<file path="src/rtl/mac_pot_pe_if.sv">
// Port bundle of one power-of-two MAC processing element: forwarded operands,
// the vertical drain chain, status and a debug view of the FSM state.
interface mac_pot_pe_if #(
  parameter int ACT_W   = 8,
  parameter int SHIFT_W = 3,
  parameter int ACC_W   = 16
);
  localparam int WC_W = SHIFT_W + 2;

  logic [WC_W-1:0]  w_in;
  logic [WC_W-1:0]  w_out;
  logic [ACT_W-1:0] a_in;
  logic [ACT_W-1:0] a_out;
  logic             a_valid_in;
  logic             a_last_in;
  logic             a_valid_out;
  logic             a_last_out;
  logic             drain;
  logic [ACC_W-1:0] psum_in;
  logic             psum_vld_in;
  logic             psum_sat_in;
  logic [ACC_W-1:0] psum_out;
  logic             psum_vld_out;
  logic             psum_sat_out;
  logic             perr_out;
  logic [1:0]       dbg_state;

  // Handshake: a term is consumed on every rising edge with a_valid_in=1 and drain=0
  // (no ready, the PE always accepts); psum_vld_out=1 marks a finished result being held.
  modport slave (
    input  w_in, a_in, a_valid_in, a_last_in, drain, psum_in, psum_vld_in, psum_sat_in,
    output w_out, a_out, a_valid_out, a_last_out, psum_out, psum_vld_out, psum_sat_out,
    output perr_out, dbg_state
  );

  modport master (
    output w_in, a_in, a_valid_in, a_last_in, drain, psum_in, psum_vld_in, psum_sat_in,
    input  w_out, a_out, a_valid_out, a_last_out, psum_out, psum_vld_out, psum_sat_out,
    input  perr_out, dbg_state
  );
endinterface

</file>
<file path="src/rtl/mac_pot_pe.sv">
// Systolic PE that accumulates activation * (+/-2^shift) terms into a signed,
// optionally saturating dot product and hands results down a drain chain.
module mac_pot_pe #(
  parameter int ACT_W    = 8,
  parameter int SHIFT_W  = 3,
  parameter int ACC_W    = 16,
  parameter int SATURATE = 1
) (
  input  logic        clk,
  input  logic        reset,
  mac_pot_pe_if.slave pe
);
  localparam int WC_W = SHIFT_W + 2;
  localparam int PW   = ACT_W + (1 << SHIFT_W);
  localparam int SW   = ((ACC_W > PW) ? ACC_W : PW) + 1;

  typedef enum logic [1:0] {IDLE = 2'd0, ACC = 2'd1, DONE = 2'd2} state_t;

  state_t           state_q;
  logic [WC_W-1:0]  w_q;
  logic [ACT_W-1:0] a_q;
  logic             a_valid_q;
  logic             a_last_q;
  logic [ACC_W-1:0] acc_q;
  logic             sat_q;
  logic             vld_q;
  logic             perr_q;

  logic             zero_w;
  logic             sign_w;
  logic [SHIFT_W-1:0] shamt;
  logic [PW-1:0]    a_ext;
  logic [PW-1:0]    mag;
  logic [PW-1:0]    prod;
  logic [SW-1:0]    base;
  logic [SW-1:0]    sum;
  logic             ovf;
  logic             clamp;
  logic [ACC_W-1:0] acc_d;
  logic             sat_d;

  assign zero_w = pe.w_in[WC_W-1];
  assign sign_w = pe.w_in[SHIFT_W];
  assign shamt  = pe.w_in[SHIFT_W-1:0];

  // Sum is formed one bit wider than either operand so overflow is always detectable.
  always_comb begin
    a_ext = {{(PW-ACT_W){pe.a_in[ACT_W-1]}}, pe.a_in};
    mag   = a_ext << shamt;
    prod  = '0;
    if (!zero_w) prod = sign_w ? -mag : mag;
    base  = (state_q == ACC) ? {{(SW-ACC_W){acc_q[ACC_W-1]}}, acc_q} : '0;
    sum   = base + {{(SW-PW){prod[PW-1]}}, prod};
    ovf   = (sum[SW-1:ACC_W-1] != {(SW-ACC_W+1){sum[SW-1]}});
    clamp = (SATURATE != 0) && ovf;
    acc_d = sum[ACC_W-1:0];
    if (clamp) acc_d = sum[SW-1] ? {1'b1, {(ACC_W-1){1'b0}}} : {1'b0, {(ACC_W-1){1'b1}}};
    sat_d = ((state_q == ACC) && sat_q) || clamp;
  end

  always_ff @(posedge clk or posedge reset) begin
    if (reset) begin
      state_q   <= IDLE;
      w_q       <= '0;
      a_q       <= '0;
      a_valid_q <= 1'b0;
      a_last_q  <= 1'b0;
      acc_q     <= '0;
      sat_q     <= 1'b0;
      vld_q     <= 1'b0;
      perr_q    <= 1'b0;
    end else begin
      w_q       <= pe.w_in;
      a_q       <= pe.a_in;
      a_valid_q <= pe.a_valid_in;
      a_last_q  <= pe.a_last_in;
      if (pe.drain) begin
        // Drain overrides accumulation; a term or a partial sum caught here is a protocol error.
        acc_q   <= pe.psum_in;
        sat_q   <= pe.psum_sat_in;
        state_q <= pe.psum_vld_in ? DONE : IDLE;
        vld_q   <= pe.psum_vld_in;
        if (pe.a_valid_in || state_q == ACC) perr_q <= 1'b1;
      end else if (pe.a_valid_in) begin
        acc_q   <= acc_d;
        sat_q   <= sat_d;
        state_q <= pe.a_last_in ? DONE : ACC;
        vld_q   <= pe.a_last_in;
      end
    end
  end

  assign pe.w_out        = w_q;
  assign pe.a_out        = a_q;
  assign pe.a_valid_out  = a_valid_q;
  assign pe.a_last_out   = a_last_q;
  assign pe.psum_out     = acc_q;
  assign pe.psum_vld_out = vld_q;
  assign pe.psum_sat_out = sat_q;
  assign pe.perr_out     = perr_q;
  assign pe.dbg_state    = state_q;
endmodule

</file>
<file path="src/flat_wrapper.sv">
// flat-port wrapper written by rule: the top's interface ports become plain ports
module mac_pot_pe_flat 
#(
  parameter int ACT_W    = 8,
  parameter int SHIFT_W  = 3,
  parameter int ACC_W    = 16,
  parameter int SATURATE = 1
)
  (clk, reset, pe_w_in, pe_a_in, pe_a_valid_in, pe_a_last_in, pe_drain, pe_psum_in, pe_psum_vld_in, pe_psum_sat_in, pe_w_out, pe_a_out, pe_a_valid_out, pe_a_last_out, pe_psum_out, pe_psum_vld_out, pe_psum_sat_out, pe_perr_out, pe_dbg_state);
  mac_pot_pe_if #(.ACT_W(ACT_W), .SHIFT_W(SHIFT_W), .ACC_W(ACC_W)) pe_i ();
  input  logic clk;
  input  logic reset;
  input wire logic [$bits(pe_i.w_in)-1:0] pe_w_in;
  input wire logic [$bits(pe_i.a_in)-1:0] pe_a_in;
  input wire logic [$bits(pe_i.a_valid_in)-1:0] pe_a_valid_in;
  input wire logic [$bits(pe_i.a_last_in)-1:0] pe_a_last_in;
  input wire logic [$bits(pe_i.drain)-1:0] pe_drain;
  input wire logic [$bits(pe_i.psum_in)-1:0] pe_psum_in;
  input wire logic [$bits(pe_i.psum_vld_in)-1:0] pe_psum_vld_in;
  input wire logic [$bits(pe_i.psum_sat_in)-1:0] pe_psum_sat_in;
  output wire logic [$bits(pe_i.w_out)-1:0] pe_w_out;
  output wire logic [$bits(pe_i.a_out)-1:0] pe_a_out;
  output wire logic [$bits(pe_i.a_valid_out)-1:0] pe_a_valid_out;
  output wire logic [$bits(pe_i.a_last_out)-1:0] pe_a_last_out;
  output wire logic [$bits(pe_i.psum_out)-1:0] pe_psum_out;
  output wire logic [$bits(pe_i.psum_vld_out)-1:0] pe_psum_vld_out;
  output wire logic [$bits(pe_i.psum_sat_out)-1:0] pe_psum_sat_out;
  output wire logic [$bits(pe_i.perr_out)-1:0] pe_perr_out;
  output wire logic [$bits(pe_i.dbg_state)-1:0] pe_dbg_state;
  assign pe_i.w_in = pe_w_in;
  assign pe_i.a_in = pe_a_in;
  assign pe_i.a_valid_in = pe_a_valid_in;
  assign pe_i.a_last_in = pe_a_last_in;
  assign pe_i.drain = pe_drain;
  assign pe_i.psum_in = pe_psum_in;
  assign pe_i.psum_vld_in = pe_psum_vld_in;
  assign pe_i.psum_sat_in = pe_psum_sat_in;
  assign pe_w_out = pe_i.w_out;
  assign pe_a_out = pe_i.a_out;
  assign pe_a_valid_out = pe_i.a_valid_out;
  assign pe_a_last_out = pe_i.a_last_out;
  assign pe_psum_out = pe_i.psum_out;
  assign pe_psum_vld_out = pe_i.psum_vld_out;
  assign pe_psum_sat_out = pe_i.psum_sat_out;
  assign pe_perr_out = pe_i.perr_out;
  assign pe_dbg_state = pe_i.dbg_state;
  mac_pot_pe #(.ACT_W(ACT_W), .SHIFT_W(SHIFT_W), .ACC_W(ACC_W), .SATURATE(SATURATE)) u_core (.clk(clk), .reset(reset), .pe(pe_i));
endmodule
</file>
<file path="config.mk">
export PLATFORM = sky130hd
export DESIGN_NAME = mac_pot_pe_flat
export DESIGN_NICKNAME = d
export VERILOG_FILES = /design/src/rtl/mac_pot_pe_if.sv /design/src/rtl/mac_pot_pe.sv /design/src/flat_wrapper.sv
export SDC_FILE = /design/constraint.sdc
export NUM_CORES = 1
export LEC_CHECK = 0
export ABC_CLOCK_PERIOD_IN_PS = 3400
export CORE_MARGIN = 4
export CORE_UTILIZATION = 51
export CTS_CLUSTER_SIZE = 30
export DETAILED_ROUTE_END_ITERATION = 6
export GPL_ROUTABILITY_DRIVEN = 0
export HOLD_SLACK_MARGIN = 0.06
export PLACE_DENSITY = 0.8
export SLEW_MARGIN = 0
export SYNTH_ARGS = -nofsm -noshare
export SYNTH_HDL_FRONTEND = slang
export SYNTH_SLANG_ARGS = --single-unit
export TNS_END_PERCENT = 50
</file>
<file path="constraint.sdc">
create_clock -name clk -period 3.4 [get_ports clk]
set_input_delay 0.68 -clock clk [delete_from_list [all_inputs] [get_ports clk]]
set_output_delay 0.68 -clock clk [all_outputs]
set_load 0.01 [all_outputs]
</file>
==> results of run 1 <==
[cell usage after synthesis, drive strengths merged, types with 6 or more instances]
| master | count | share of area (%) |
|---|---|---|
| dfrtp | 35 | 26 |
| mux2i | 9 | 2.7 |
| a21oi | 50 | 7.5 |
| xnor2 | 9 | 2.4 |
| ha | 17 | 6.4 |
| and2 | 17 | 3.2 |
| nor2 | 44 | 5.0 |
| inv | 14 | 1.6 |
| nor3b | 8 | 1.8 |
| clkbuf | 20 | 2.3 |
| nor3 | 8 | 1.2 |
| or3 | 11 | 2.1 |
| o21ai | 33 | 5.0 |
| nand2b | 6 | 1.1 |
| o211ai | 7 | 1.7 |
| xor2 | 9 | 2.4 |
| nand2 | 22 | 2.5 |
| nor2b | 10 | 1.9 |
[state kept, by name (all words and copies together), names as in the netlist]
signal                  cells
u_core.pe.a_last_out        1
u_core.pe.dbg_state         2
u_core.pe.a_valid_out       1
u_core.pe.a_out             8
u_core.pe.w_out             5
u_core.pe.perr_out          1
u_core.pe.psum_out         16
u_core.pe.psum_sat_out      1
[where the power goes]
group | switching [mW] | internal, mW
registers | 0.0282 | 0.453
logic | 0.459 | 0.418
clock network | 0.193 | 0.294
[worst reg2reg max path, stage by stage (launching register included)]
cell and delay, ns:
sky130_fd_sc_hd__dfrtp_1 0.43, sky130_fd_sc_hd__nor2b_1 0.14, sky130_fd_sc_hd__buf_4 0.23, sky130_fd_sc_hd__nand2_1 0.15, sky130_fd_sc_hd__inv_1 0.09, sky130_fd_sc_hd__ha_1 0.24, sky130_fd_sc_hd__a211oi_1 0.37, sky130_fd_sc_hd__o211ai_1 0.26
sky130_fd_sc_hd__nor3b_2 0.22, sky130_fd_sc_hd__buf_4 0.15, sky130_fd_sc_hd__a221oi_4 0.31, sky130_fd_sc_hd__buf_4 0.21, sky130_fd_sc_hd__buf_4 0.13, sky130_fd_sc_hd__nand3_2 0.11, sky130_fd_sc_hd__o311ai_1 0.10
[stage by stage]
| stage | cells | setup TNS (ns) | cell area, sq um |
|---|---|---|---|
| 6_report | 676 | -21.57 | 5550 |
| 5_1_grt | 676 | -21.60 | 5550 |
| 4_1_cts | 668 | -11.64 | 5330 |
| 3_5_place_dp | 641 | -27.09 | 4870 |
| 3_3_place_gp | 641 | -24.94 | 4870 |
| 2_1_floorplan | 411 | -12.87 | 3390 |
[cell type report]
cell class	count	area share [%]
Clock buffer	6	1.31
Clock inverter	2	1.08
Inverter	14	0.947
Multi-Input combinational cell	338	48.0
Sequential cell	35	15.8
Tap cell	77	1.74
Timing Repair Buffer	204	31.1
[cell families (layout without fill, tap and decap cells)]
logic type               Yosys count  after routing  synth area share [%]
AO/OA/AOI/OAI                    142            143                  28.5
AND/OR/NAND/NOR                  142            142                  22.0
buffers and inverters             39            226                  4.80
flip-flops                        35             35                  26.3
adder cells (fa/ha/maj)           18             18                  6.98
XOR/XNOR                          18             18                  4.73
multiplexers                      17             17                  6.75
[path summary, 6_finish.rpt]
kind / endpoint / slack, ns / start
setup / recovery: u_core.pe.psum_out[11] / -1.31 / pe_a_in[7]
hold / removal: u_core.pe.perr_out / 0.48 / u_core.pe.perr_out
setup reg to reg: u_core.pe.psum_out[11] / 0.19 / u_core.pe.dbg_state[1]
hold reg to reg: u_core.pe.perr_out / 0.48 / u_core.pe.perr_out
max in group asynchronous: u_core.pe.psum_out[5] / 2.27 / reset
min in group asynchronous: u_core.pe.a_out[1] / 0.76 / reset
[timing repair]
| action | 4_1_cts | 5_1_grt |
|---|---|---|
| gates cloned | 3 | 1 |
| endpoints found under the hold margin | 0 | 0 |
| endpoints found under the setup margin | 17 | 17 |
| hold buffers | 0 | 0 |
| setup buffers | 17 | 7 |
| gates resized for setup | 75 | 33 |
| pin swaps | 27 | 13 |
[metal layers]
metal  global-route usage, %  vias up  routed length (um)
met1                    41.8     2163                5600
met2                    62.2      481                7530
met4                    24.0        0                1720
met5                       0        -                   0
li1                        -     1893                   -
met3                    9.22      209                1960
==> flow_summary.html, run 1 <==
<table>
<tr><th>Metric</th><th>Value</th></tr>
<tr><th colspan="2">Run status</th></tr>
<tr><td>Status</td><td>finished, violations left</td></tr>
<tr><td>Violations in the final reports</td><td>design-rule violations, negative setup slack</td></tr>
<tr><th colspan="2">Detailed routing</th></tr>
<tr><td>DRC violation count after routing</td><td>7</td></tr>
<tr><td>DRT iter0 DRCs</td><td>656</td></tr>
<tr><td>Vias post-DR</td><td>4746</td></tr>
<tr><td>Detail Route Antenna Nets</td><td>0</td></tr>
<tr><td>First drt pass iteration count</td><td>7</td></tr>
<tr><td>Routed Wire Length</td><td>16800 um</td></tr>
<tr><td>DR WL/cell</td><td>24.9 um</td></tr>
<tr><td>Via-to-Cell Ratio</td><td>7.02</td></tr>
<tr><th colspan="2">Global routing</th></tr>
<tr><td>Antenna violations before repair</td><td>0</td></tr>
<tr><td>GRT Total Usage</td><td>37.2%</td></tr>
<tr><td>Gr ovfl total</td><td>0</td></tr>
<tr><td>First-pass GRT wire length</td><td>22600 um</td></tr>
<tr><td>Vias in the first global route</td><td>4539</td></tr>
<tr><td>Maximum number of pins on one net before global-route repair</td><td>36</td></tr>
<tr><th colspan="2">STA</th></tr>
<tr><td>Post-route worst hold slack</td><td>0.475 ns</td></tr>
<tr><td>Number of hold violations in the final report</td><td>0</td></tr>
<tr><td>Remaining max-slew budget at the tightest pin</td><td>51.2%</td></tr>
<tr><td>Slew @ Worst Pin</td><td>0.728 ns</td></tr>
<tr><td>Final Setup Violations</td><td>17</td></tr>
<tr><td>Worst path setup slack after routing</td><td>-1.31 ns</td></tr>
<tr><td>Final number of max-transition violations</td><td>0</td></tr>
<tr><td>Clock skew after layout</td><td>0.0117 ns</td></tr>
<tr><td>Unrepaired setup endpoints after global routing</td><td>yes</td></tr>
<tr><td>Clock period minus final worst setup slack</td><td>4.71 ns</td></tr>
<tr><td>Peak clock frequency supported by timing</td><td>212 MHz</td></tr>
<tr><td>Final cycle utilization of the critical path</td><td>139%</td></tr>
<tr><th colspan="2">Final layout</th></tr>
<tr><td>Area occupied by multi-input gates</td><td>0.00267 sq mm</td></tr>
<tr><td>Fraction of final layout cells sized beyond drive strength 1</td><td>35.1%</td></tr>
<tr><td>Fillers</td><td>288</td></tr>
<tr><td>Number of antenna diodes</td><td>0</td></tr>
<tr><td>Most frequent cells in the layout</td><td>122 x sky130_fd_sc_hd__buf_4, 60 x sky130_fd_sc_hd__clkdlybuf4s50_1, 42 x sky130_fd_sc_hd__nor2_1</td></tr>
<tr><td>Layout area overhead</td><td>66.5%</td></tr>
<tr><td>Leading cell type in the layout, fill and taps excluded</td><td>sky130_fd_sc_hd__buf_4</td></tr>
<tr><td>Post-layout utilization of the core</td><td>87.4%</td></tr>
<tr><td>Count of nets after finishing</td><td>652</td></tr>
<tr><td>Total area of sequential cells</td><td>876 sq um</td></tr>
<tr><th colspan="2">Placement</th></tr>
<tr><td>Final HPWL from detailed placement</td><td>8420 um</td></tr>
<tr><td>DP Worst Slack</td><td>-1.63 ns</td></tr>
<tr><td>Port bufs</td><td>71</td></tr>
<tr><th colspan="2">Die</th></tr>
<tr><td>Y dimension of the die</td><td>88.9 um</td></tr>
<tr><td>Row cnt</td><td>29</td></tr>
<tr><td>Overall die area</td><td>0.00790 sq mm</td></tr>
<tr><td>DIE WIDTH</td><td>88.9 um</td></tr>
<tr><td>Number of I/O pins</td><td>72</td></tr>
<tr><td>Placeable core area</td><td>0.00635 sq mm</td></tr>
<tr><td>Initial Utilization</td><td>52.5%</td></tr>
<tr><th colspan="2">Power and ir drop</th></tr>
<tr><td>Maximum ir drop on the vdd rail</td><td>247 uV</td></tr>
<tr><td>Static power due to leakage</td><td>2.43 nW</td></tr>
<tr><td>Final Power</td><td>1.84 mW</td></tr>
<tr><td>Power per standard cell area</td><td>332 mW/mm^2</td></tr>
<tr><th colspan="2">Clocking</th></tr>
<tr><td>TritonCTS buffer count</td><td>5</td></tr>
<tr><td>CTS max path bufs</td><td>2</td></tr>
<tr><td>H-tree level count</td><td>2</td></tr>
<tr><td>Clock tree from TritonCTS</td><td>built</td></tr>
<tr><td>Clock-pin slew on the worst setup and hold paths</td><td>0.09 ns</td></tr>
<tr><td>Clk root buf</td><td>sky130_fd_sc_hd__clkbuf_8</td></tr>
<tr><td>Number of clock sinks seen by CTS</td><td>35</td></tr>
<tr><td>Worst-skew pair later-pin latency</td><td>0.32 ns</td></tr>
<tr><th colspan="2">Setup path</th></tr>
<tr><td>Worst setup path class</td><td>input pin to flip-flop</td></tr>
<tr><td>Crit path max-delay family</td><td>compound AO/OA/AOI/OAI gates</td></tr>
<tr><td>Crit path depth</td><td>17</td></tr>
<tr><td>Cell depth of the worst flop-to-flop path</td><td>14</td></tr>
<tr><td>Data required time at the worst endpoint</td><td>3.63 ns</td></tr>
<tr><td>Top fanout value on the critical path</td><td>10</td></tr>
<tr><td>Crit path largest cell delay</td><td>0.62 ns</td></tr>
<tr><td>Crit path top cell by count</td><td>sky130_fd_sc_hd__buf_4</td></tr>
<tr><td>Worst EP arrival</td><td>4.93 ns</td></tr>
<tr><td>Kind of end point of the critical path</td><td>flip-flop</td></tr>
<tr><td>Critical path buffer and inverter count</td><td>4</td></tr>
<tr><td>Setup crit start kind</td><td>input pin</td></tr>
<tr><td>Cell breakdown of the critical path</td><td>dlygate4sd2_1, buf_6, a21boi_1, a311o_1, o211ai_1, nand4_4, xor2_1, nor2_1, ha_1, nand4_1, a2111oi_4, a22oi_2, a221oi_4, buf_4, buf_4, nand3_2, o311ai_1</td></tr>
<tr><td>Critical path's slowest cell</td><td>sky130_fd_sc_hd__o211ai_1</td></tr>
<tr><th colspan="2">Yosys</th></tr>
<tr><td>Post-synth EDFFs</td><td>0</td></tr>
<tr><td>Part of the Yosys area used for sequential elements</td><td>26.3%</td></tr>
<tr><td>Proportion of synthesized flip-flops having asynchronous set or reset</td><td>100%</td></tr>
<tr><td>Main flop type after synthesis</td><td>sky130_fd_sc_hd__dfrtp_1</td></tr>
<tr><td>Synth unique cells</td><td>65</td></tr>
<tr><td>Syn Std Cell Area</td><td>0.00333 sq mm</td></tr>
<tr><td>Mean instance size in the synthesized netlist</td><td>8.11 sq um</td></tr>
<tr><td>Nets in the synthesized netlist</td><td>465</td></tr>
<tr><td>Ys Warns</td><td>0</td></tr>
<tr><td>Synthesis-stage register bit count</td><td>35</td></tr>
<tr><td>Cells after synthesis</td><td>411</td></tr>
<tr><th colspan="2">Worst hold path</th></tr>
<tr><td>Hold Crit Class</td><td>flip-flop to flip-flop</td></tr>
<tr><td>Instance count along the most critical hold path</td><td>1</td></tr>
<tr><th colspan="2">Flow run</th></tr>
<tr><td>MaxCap Viol Count</td><td>0</td></tr>
</table>
No activity file was read; power rests on OpenSTA's default activity.
==> inputs of run 2 (changes only) <==
--- a/config.mk
+++ b/config.mk
@@ -14,2 +14,3 @@
 export HOLD_SLACK_MARGIN = 0.06
+export MAX_ROUTING_LAYER = met4
 export PLACE_DENSITY = 0.8
--- a/constraint.sdc
+++ b/constraint.sdc
@@ -3,2 +3,2 @@
 set_output_delay 0.68 -clock clk [all_outputs]
-set_load 0.01 [all_outputs]
+set_load 0.02 [all_outputs]
==> run 2 against run 1 <==
Against the previous run:
- the flow finishes with violations (negative setup slack)
- worst hold slack better by 0.014 ns
- setup slack worse by 0.017 ns
- routed wire length grew 5.5%
- clock skew increased by 0.0056 ns
- first-iteration DRC count up 15%
- combinational power is 5.8% higher
- cell area grew 0.52%
- die area is the same
- critical path depth up 2
- total power is 3.0% higher
- sequential power barely moved
- largest power group unchanged
==> flow_summary.html, run 2 (same netlist as run 1, synthesis figures left out) <==
<table>
<tr><th>Metric</th><th>Value</th></tr>
<tr><th colspan="2">STA</th></tr>
<tr><td>Final cycle utilization of the critical path</td><td>139%</td></tr>
<tr><td>Remaining max-slew budget at the tightest pin</td><td>50.3%</td></tr>
<tr><td>Post-route worst hold slack</td><td>0.489 ns</td></tr>
<tr><td>Slew @ Worst Pin</td><td>0.738 ns</td></tr>
<tr><td>Final Setup Violations</td><td>17</td></tr>
<tr><td>Unrepaired setup endpoints after global routing</td><td>yes</td></tr>
<tr><td>Clock period minus final worst setup slack</td><td>4.73 ns</td></tr>
<tr><td>Final number of max-transition violations</td><td>0</td></tr>
<tr><td>Peak clock frequency supported by timing</td><td>212 MHz</td></tr>
<tr><td>Number of hold violations in the final report</td><td>0</td></tr>
<tr><td>Worst path setup slack after routing</td><td>-1.33 ns</td></tr>
<tr><td>Clock skew after layout</td><td>0.0173 ns</td></tr>
<tr><th colspan="2">Final layout</th></tr>
<tr><td>Area occupied by multi-input gates</td><td>0.00268 sq mm</td></tr>
<tr><td>Flip-flop count of the largest register after layout</td><td>16</td></tr>
<tr><td>Count of nets after finishing</td><td>650</td></tr>
<tr><td>Post-layout utilization of the core</td><td>87.9%</td></tr>
<tr><td>Fillers</td><td>280</td></tr>
<tr><td>Finished layout cell area</td><td>0.00558 sq mm</td></tr>
<tr><td>Layout area overhead</td><td>67.4%</td></tr>
<tr><td>Cell Count, Final, Fillers Out</td><td>675</td></tr>
<tr><td>Total area of sequential cells</td><td>876 sq um</td></tr>
<tr><td>Most frequent cells in the layout</td><td>118 x sky130_fd_sc_hd__buf_4, 60 x sky130_fd_sc_hd__clkdlybuf4s50_1, 42 x sky130_fd_sc_hd__nor2_1</td></tr>
<tr><td>Leading cell type in the layout, fill and taps excluded</td><td>sky130_fd_sc_hd__buf_4</td></tr>
<tr><td>Fraction of final layout cells sized beyond drive strength 1</td><td>35.8%</td></tr>
<tr><th colspan="2">Setup path</th></tr>
<tr><td>Crit path max-delay family</td><td>compound AO/OA/AOI/OAI gates</td></tr>
<tr><td>Setup crit start kind</td><td>input pin</td></tr>
<tr><td>Worst EP arrival</td><td>4.96 ns</td></tr>
<tr><td>Critical path's slowest cell</td><td>sky130_fd_sc_hd__o21ai_0</td></tr>
<tr><td>Critical path buffer and inverter count</td><td>7</td></tr>
<tr><td>Worst setup path class</td><td>input pin to flip-flop</td></tr>
<tr><td>Crit path largest cell delay</td><td>0.60 ns</td></tr>
<tr><td>Top fanout value on the critical path</td><td>11</td></tr>
<tr><td>Cell breakdown of the critical path</td><td>clkdlybuf4s15_1, buf_6, buf_4, o32a_1, a31oi_4, buf_4, nand2_1, xnor2_1, nor2_1, ha_2, buf_4, o21a_1, o211ai_1, buf_4, buf_4, a211oi_2, o21ai_0, a22oi_2, o31ai_2</td></tr>
<tr><td>Data required time at the worst endpoint</td><td>3.63 ns</td></tr>
<tr><td>Kind of end point of the critical path</td><td>flip-flop</td></tr>
<tr><td>Crit path top cell by count</td><td>sky130_fd_sc_hd__buf_4</td></tr>
<tr><th colspan="2">Clocking</th></tr>
<tr><td>Number of clock sinks seen by CTS</td><td>35</td></tr>
<tr><td>Clk root buf</td><td>sky130_fd_sc_hd__clkbuf_8</td></tr>
<tr><td>H-tree level count</td><td>2</td></tr>
<tr><td>Clock-pin slew on the worst setup and hold paths</td><td>0.08 ns</td></tr>
<tr><td>Total of hold buffers inserted after clock tree synthesis</td><td>0</td></tr>
<tr><td>Clock tree from TritonCTS</td><td>built</td></tr>
<tr><td>TritonCTS buffer count</td><td>5</td></tr>
<tr><td>Worst-skew pair later-pin latency</td><td>0.33 ns</td></tr>
<tr><td>CTS max path bufs</td><td>2</td></tr>
<tr><th colspan="2">Power and ir drop</th></tr>
<tr><td>Seq pwr share</td><td>25.3%</td></tr>
<tr><td>Net Switching</td><td>729 uW</td></tr>
<tr><td>Maximum ir drop on the vdd rail</td><td>282 uV</td></tr>
<tr><td>Power per standard cell area</td><td>340 mW/mm^2</td></tr>
<tr><td>Sw frac</td><td>38.4%</td></tr>
<tr><td>Clock network fraction of total power</td><td>25.8%</td></tr>
<tr><td>Total internal power</td><td>1.17 mW</td></tr>
<tr><td>Combinational Power Share</td><td>48.8%</td></tr>
<tr><td>Static power due to leakage</td><td>2.43 nW</td></tr>
<tr><th colspan="2">Run status</th></tr>
<tr><td>Violations in the final reports</td><td>negative setup slack</td></tr>
<tr><td>Status</td><td>finished, violations left</td></tr>
<tr><th colspan="2">Detailed routing</th></tr>
<tr><td>Via-to-Cell Ratio</td><td>7.16</td></tr>
<tr><td>DR WL/cell</td><td>26.3 um</td></tr>
<tr><td>Vias post-DR</td><td>4831</td></tr>
<tr><td>Routed Wire Length</td><td>17700 um</td></tr>
<tr><td>DRT iter0 DRCs</td><td>753</td></tr>
<tr><td>First drt pass iteration count</td><td>6</td></tr>
<tr><td>DRC violation count after routing</td><td>0</td></tr>
<tr><td>Detail Route Antenna Nets</td><td>0</td></tr>
<tr><th colspan="2">Global routing</th></tr>
<tr><td>Global Route met3 Usage</td><td>8.47%</td></tr>
<tr><td>Maximum number of pins on one net before global-route repair</td><td>36</td></tr>
<tr><td>First-pass GRT wire length</td><td>22600 um</td></tr>
<tr><td>GRT Total Usage</td><td>38.3%</td></tr>
<tr><td>Vias in the first global route</td><td>4548</td></tr>
<tr><td>Antenna violations before repair</td><td>1</td></tr>
<tr><td>Gr ovfl total</td><td>0</td></tr>
<tr><td>Global-route track usage on met2</td><td>62.1%</td></tr>
<tr><td>Peak-usage layer in the global routing report</td><td>met2</td></tr>
<tr><td>GR met1 Demand/Resource</td><td>42.3%</td></tr>
<tr><th colspan="2">Placement</th></tr>
<tr><td>DP Worst Slack</td><td>-1.63 ns</td></tr>
<tr><td>Final HPWL from detailed placement</td><td>8420 um</td></tr>
<tr><td>Dpl cell area</td><td>0.00487 sq mm</td></tr>
<tr><td>Instance count after placement with tap cells included</td><td>641</td></tr>
<tr><td>Port bufs</td><td>71</td></tr>
<tr><th colspan="2">Die</th></tr>
<tr><td>Placeable core area</td><td>0.00635 sq mm</td></tr>
<tr><td>Initial Utilization</td><td>52.5%</td></tr>
<tr><td>Number of I/O pins</td><td>72</td></tr>
<tr><td>DIE WIDTH</td><td>88.9 um</td></tr>
<tr><td>Y dimension of the die</td><td>88.9 um</td></tr>
<tr><td>Row cnt</td><td>29</td></tr>
<tr><td>Overall die area</td><td>0.00790 sq mm</td></tr>
<tr><th colspan="2">Worst hold path</th></tr>
<tr><td>Hold Crit Class</td><td>flip-flop to flip-flop</td></tr>
<tr><th colspan="2">Flow run</th></tr>
<tr><td>MaxCap Viol Count</td><td>0</td></tr>
</table>
## run 2: cell count changes in the layout (fill, tap and decap cells not counted), sizes merged
cell   change
buf        -1
diode      +1
a21oi      -1
## run 2: stage by stage
stage,power [mW],TNS (ns)
final,1.90,-18.92
after global routing,1.95,-19.67
after floorplan,0.864,-12.87
after global placement,1.16,-24.94
after detailed placement,1.19,-27.09
after CTS,1.73,-11.64
## run 2: worst paths after layout
path                                        start                     end  slack, ns  depth (start not counted)
max                                    pe_w_in[1]  u_core.pe.psum_out[12]      -1.33                         19
min                            u_core.pe.perr_out      u_core.pe.perr_out       0.49                          1
max reg2reg                u_core.pe.dbg_state[1]  u_core.pe.psum_out[12]       0.06                         13
min reg2reg                    u_core.pe.perr_out      u_core.pe.perr_out       0.49                          1
max in group asynchronous                   reset  u_core.pe.dbg_state[0]       2.25                          3
min in group asynchronous                   reset      u_core.pe.a_out[2]       0.76                          3
## run 2: layout make-up
class	instances	share of cell area, %
clock inverters	2	1.08
multi-input cells	337	48.0
flip-flops and latches	35	15.7
inverters	14	0.942
diodes	1	0.0448
well taps	77	1.73
clock buffers	6	1.30
repair buffers	203	31.2
## run 2: power groups by stage
| stage | sequential [mW] | clock, mW | combinational [mW] |
|---|---|---|---|
| after detailed placement | 0.484 | 0 | 0.704 |
| final | 0.481 | 0.491 | 0.928 |
| after CTS | 0.477 | 0.470 | 0.786 |
| after global routing | 0.483 | 0.504 | 0.963 |
| after floorplan | 0.528 | 0 | 0.336 |
| after global placement | 0.483 | 0 | 0.680 |
## run 2: timing repair
| action | in CTS | in global routing |
|---|---|---|
| cloned | 3 | 0 |
| pin swaps | 27 | 18 |
| setup buffers | 17 | 6 |
| setup endpoints to repair | 17 | 17 |
| resized for setup | 75 | 40 |
## run 2: per-layer routing
metal / vias to the layer above / share of wire, % / wire length [um]
met5: - / 0 / 0
met4: 0 / 10 / 1810
met3: 221 / 12 / 2210
met2: 519 / 44 / 7860
met1: 2207 / 33 / 5850
li1: 1884 / - / -
==> inputs of run 3 (changes only) <==
Settings changed: CAP_MARGIN set to 5, CORE_MARGIN 4 to not set.
==> run 3 against run 2 <==
Against the previous run:
- routed wire length fell by 6.8%
- final cell count down 1.2%
- via count fell by 3.3%
- the run ends with design-rule violations, negative setup slack left
- clock skew decreased by 0.0039 ns
- non-clock buffer count down 7
==> flow_summary.html, run 3 (same netlist as run 1, synthesis figures left out) <==
<table>
<tr><th>Metric</th><th>Value</th></tr>
<tr><th colspan="2">Run status</th></tr>
<tr><td>Status</td><td>finished, violations left</td></tr>
<tr><td>Violations in the final reports</td><td>design-rule violations, negative setup slack</td></tr>
<tr><th colspan="2">Setup path</th></tr>
<tr><td>Kind of end point of the critical path</td><td>flip-flop</td></tr>
<tr><td>Worst setup path class</td><td>input pin to flip-flop</td></tr>
<tr><td>Top fanout value on the critical path</td><td>7</td></tr>
<tr><td>Data required time at the worst endpoint</td><td>3.58 ns</td></tr>
<tr><td>Worst EP arrival</td><td>4.64 ns</td></tr>
<tr><td>Setup crit start kind</td><td>input pin</td></tr>
<tr><td>Critical path's slowest cell</td><td>sky130_fd_sc_hd__mux4_2</td></tr>
<tr><td>Cell breakdown of the critical path</td><td>dlygate4sd2_1, mux4_2, nand2b_2, o22ai_2, o2111ai_4, a211oi_2, a31o_1, ha_1, buf_4, a21oi_2, o21ai_2, nor2b_1, a211o_4, buf_6, o211ai_1, a21oi_2</td></tr>
<tr><td>Crit path top cell by count</td><td>sky130_fd_sc_hd__a21oi_2</td></tr>
<tr><td>Crit path largest cell delay</td><td>0.55 ns</td></tr>
<tr><th colspan="2">Die</th></tr>
<tr><td>Overall die area</td><td>0.00687 sq mm</td></tr>
<tr><td>Placeable core area</td><td>0.00631 sq mm</td></tr>
<tr><td>Y dimension of the die</td><td>82.9 um</td></tr>
<tr><td>Initial Utilization</td><td>52.8%</td></tr>
<tr><td>Row cnt</td><td>29</td></tr>
<tr><td>DIE WIDTH</td><td>82.9 um</td></tr>
<tr><td>Number of I/O pins</td><td>72</td></tr>
<tr><th colspan="2">Clocking</th></tr>
<tr><td>Worst-skew pair later-pin latency</td><td>0.31 ns</td></tr>
<tr><td>TritonCTS buffer count</td><td>5</td></tr>
<tr><td>Clk root buf</td><td>sky130_fd_sc_hd__clkbuf_8</td></tr>
<tr><td>Number of clock sinks seen by CTS</td><td>35</td></tr>
<tr><td>H-tree level count</td><td>2</td></tr>
<tr><td>Total of hold buffers inserted after clock tree synthesis</td><td>0</td></tr>
<tr><td>Clock tree from TritonCTS</td><td>built</td></tr>
<tr><td>CTS max path bufs</td><td>2</td></tr>
<tr><td>Clock-pin slew on the worst setup and hold paths</td><td>0.09 ns</td></tr>
<tr><th colspan="2">Final layout</th></tr>
<tr><td>Leading cell type in the layout, fill and taps excluded</td><td>sky130_fd_sc_hd__buf_4</td></tr>
<tr><td>Most frequent cells in the layout</td><td>109 x sky130_fd_sc_hd__buf_4, 60 x sky130_fd_sc_hd__clkdlybuf4s50_1, 41 x sky130_fd_sc_hd__nor2_1</td></tr>
<tr><td>Layout area overhead</td><td>66.5%</td></tr>
<tr><td>Fraction of final layout cells sized beyond drive strength 1</td><td>36.8%</td></tr>
<tr><td>Number of antenna diodes</td><td>0</td></tr>
<tr><td>Fillers</td><td>297</td></tr>
<tr><td>Cell Count, Final, Fillers Out</td><td>667</td></tr>
<tr><td>Count of nets after finishing</td><td>643</td></tr>
<tr><td>Flip-flop count of the largest register after layout</td><td>16</td></tr>
<tr><th colspan="2">STA</th></tr>
<tr><td>Clock skew after layout</td><td>0.0133 ns</td></tr>
<tr><td>Final cycle utilization of the critical path</td><td>131%</td></tr>
<tr><td>Clock period minus final worst setup slack</td><td>4.47 ns</td></tr>
<tr><td>Number of hold violations in the final report</td><td>0</td></tr>
<tr><td>Final Setup Violations</td><td>17</td></tr>
<tr><td>Slew @ Worst Pin</td><td>0.588 ns</td></tr>
<tr><td>Worst path setup slack after routing</td><td>-1.07 ns</td></tr>
<tr><td>Final number of max-transition violations</td><td>0</td></tr>
<tr><td>Unrepaired setup endpoints after global routing</td><td>yes</td></tr>
<tr><td>Remaining max-slew budget at the tightest pin</td><td>59.6%</td></tr>
<tr><td>Fin Setup TNS</td><td>-16.98 ns</td></tr>
<tr><td>Post-route worst hold slack</td><td>0.479 ns</td></tr>
<tr><td>Peak clock frequency supported by timing</td><td>224 MHz</td></tr>
<tr><th colspan="2">Detailed routing</th></tr>
<tr><td>Detail Route Antenna Nets</td><td>0</td></tr>
<tr><td>DRT iter0 DRCs</td><td>731</td></tr>
<tr><td>First drt pass iteration count</td><td>7</td></tr>
<tr><td>Routed Wire Length</td><td>16500 um</td></tr>
<tr><td>DRC violation count after routing</td><td>10</td></tr>
<tr><td>Vias post-DR</td><td>4670</td></tr>
<tr><td>Via-to-Cell Ratio</td><td>7.00</td></tr>
<tr><td>DR WL/cell</td><td>24.8 um</td></tr>
<tr><th colspan="2">Placement</th></tr>
<tr><td>Instance count after placement with tap cells included</td><td>641</td></tr>
<tr><td>Port bufs</td><td>71</td></tr>
<tr><td>Final HPWL from detailed placement</td><td>7960 um</td></tr>
<tr><th colspan="2">Worst hold path</th></tr>
<tr><td>Hold Crit Class</td><td>flip-flop to flip-flop</td></tr>
<tr><th colspan="2">Global routing</th></tr>
<tr><td>GRT Total Usage</td><td>41.5%</td></tr>
<tr><td>Antenna violations before repair</td><td>0</td></tr>
<tr><td>Maximum number of pins on one net before global-route repair</td><td>36</td></tr>
<tr><td>First-pass GRT wire length</td><td>22100 um</td></tr>
<tr><td>Vias in the first global route</td><td>4391</td></tr>
<tr><td>Gr ovfl total</td><td>0</td></tr>
<tr><th colspan="2">Power and ir drop</th></tr>
<tr><td>Maximum ir drop on the vdd rail</td><td>272 uV</td></tr>
<tr><td>Final Power</td><td>1.88 mW</td></tr>
<tr><td>Power per standard cell area</td><td>338 mW/mm^2</td></tr>
<tr><td>Static power due to leakage</td><td>2.41 nW</td></tr>
<tr><th colspan="2">Flow run</th></tr>
<tr><td>MaxCap Viol Count</td><td>0</td></tr>
</table>
run 3: worst paths after layout:
| check | startpoint | end | slack [ns] | cells after the start |
|---|---|---|---|---|
| worst max-delay path | pe_a_in[5] | u_core.pe.psum_out[8] | -1.07 | 16 |
| worst min-delay path | u_core.pe.perr_out | u_core.pe.perr_out | 0.48 | 1 |
| worst max register to register | u_core.pe.dbg_state[1] | u_core.pe.psum_out[8] | 0.16 | 14 |
| worst min register to register | u_core.pe.perr_out | u_core.pe.perr_out | 0.48 | 1 |
| max in group asynchronous | reset | u_core.pe.a_valid_out | 2.28 | 3 |
| min in group asynchronous | reset | u_core.pe.a_out[0] | 0.78 | 3 |
run 3: stage by stage:
step,util (%),worst slack [ns],instance area [sq um]
after detailed placement,77.3,-1.61,4880
after global placement,77.3,-1.52,4880
after floorplan,-,-0.800,3390
after CTS,83.2,-0.718,5250
after global routing,87.9,-1.23,5550
final,87.9,-1.07,5550
run 3: report_power, final:
| group | leakage, nW | internal (mW) | total, mW | switching (mW) |
|---|---|---|---|---|
| Clock | 0.0654 | 0.294 | 0.474 | 0.181 |
| Sequential | 0.414 | 0.453 | 0.482 | 0.0286 |
| Combinational | 1.93 | 0.419 | 0.920 | 0.500 |
| Total | 2.41 | 1.17 | 1.88 | 0.710 |
run 3: metal layers:
| metal | vias to the layer above | track usage [%] | wire, um |
|---|---|---|---|
| met1 | 2190 | 49.0 | 5620 |
| li1 | 1862 | - | - |
| met3 | 177 | 6.66 | 1810 |
| met4 | 0 | 25.1 | 1560 |
| met5 | - | - | 0 |
| met2 | 441 | 66.5 | 7540 |
run 3: timing repair:
item                                    in CTS  in global routing
pin swaps                                   29                 27
resized for setup                           74                 48
buffers inserted                             5                  8
endpoints found under the setup margin      17                 17
gates cloned                                 2                  3
run 3: layout make-up:
| cell class | instances | area [sq um] | area share (%) |
|---|---|---|---|
| clock buffers | 6 | 72.6 | 1.31 |
| clock inverters | 2 | 60.1 | 1.08 |
| well taps | 77 | 96.3 | 1.74 |
| repair buffers | 196 | 1680 | 30.2 |
| inverters | 14 | 52.6 | 0.947 |
| multi-input cells | 337 | 2720 | 49.0 |
| flip-flops and latches | 35 | 876 | 15.8 |
run 3: worst max-delay path, delay by kind of cell:
kind | cells | cell delay, ns
simple gates | 2 | 0.42
buf+inv | 3 | 0.63
fa+ha+maj | 1 | 0.26
mux | 1 | 0.55
compound gates | 9 | 2.08
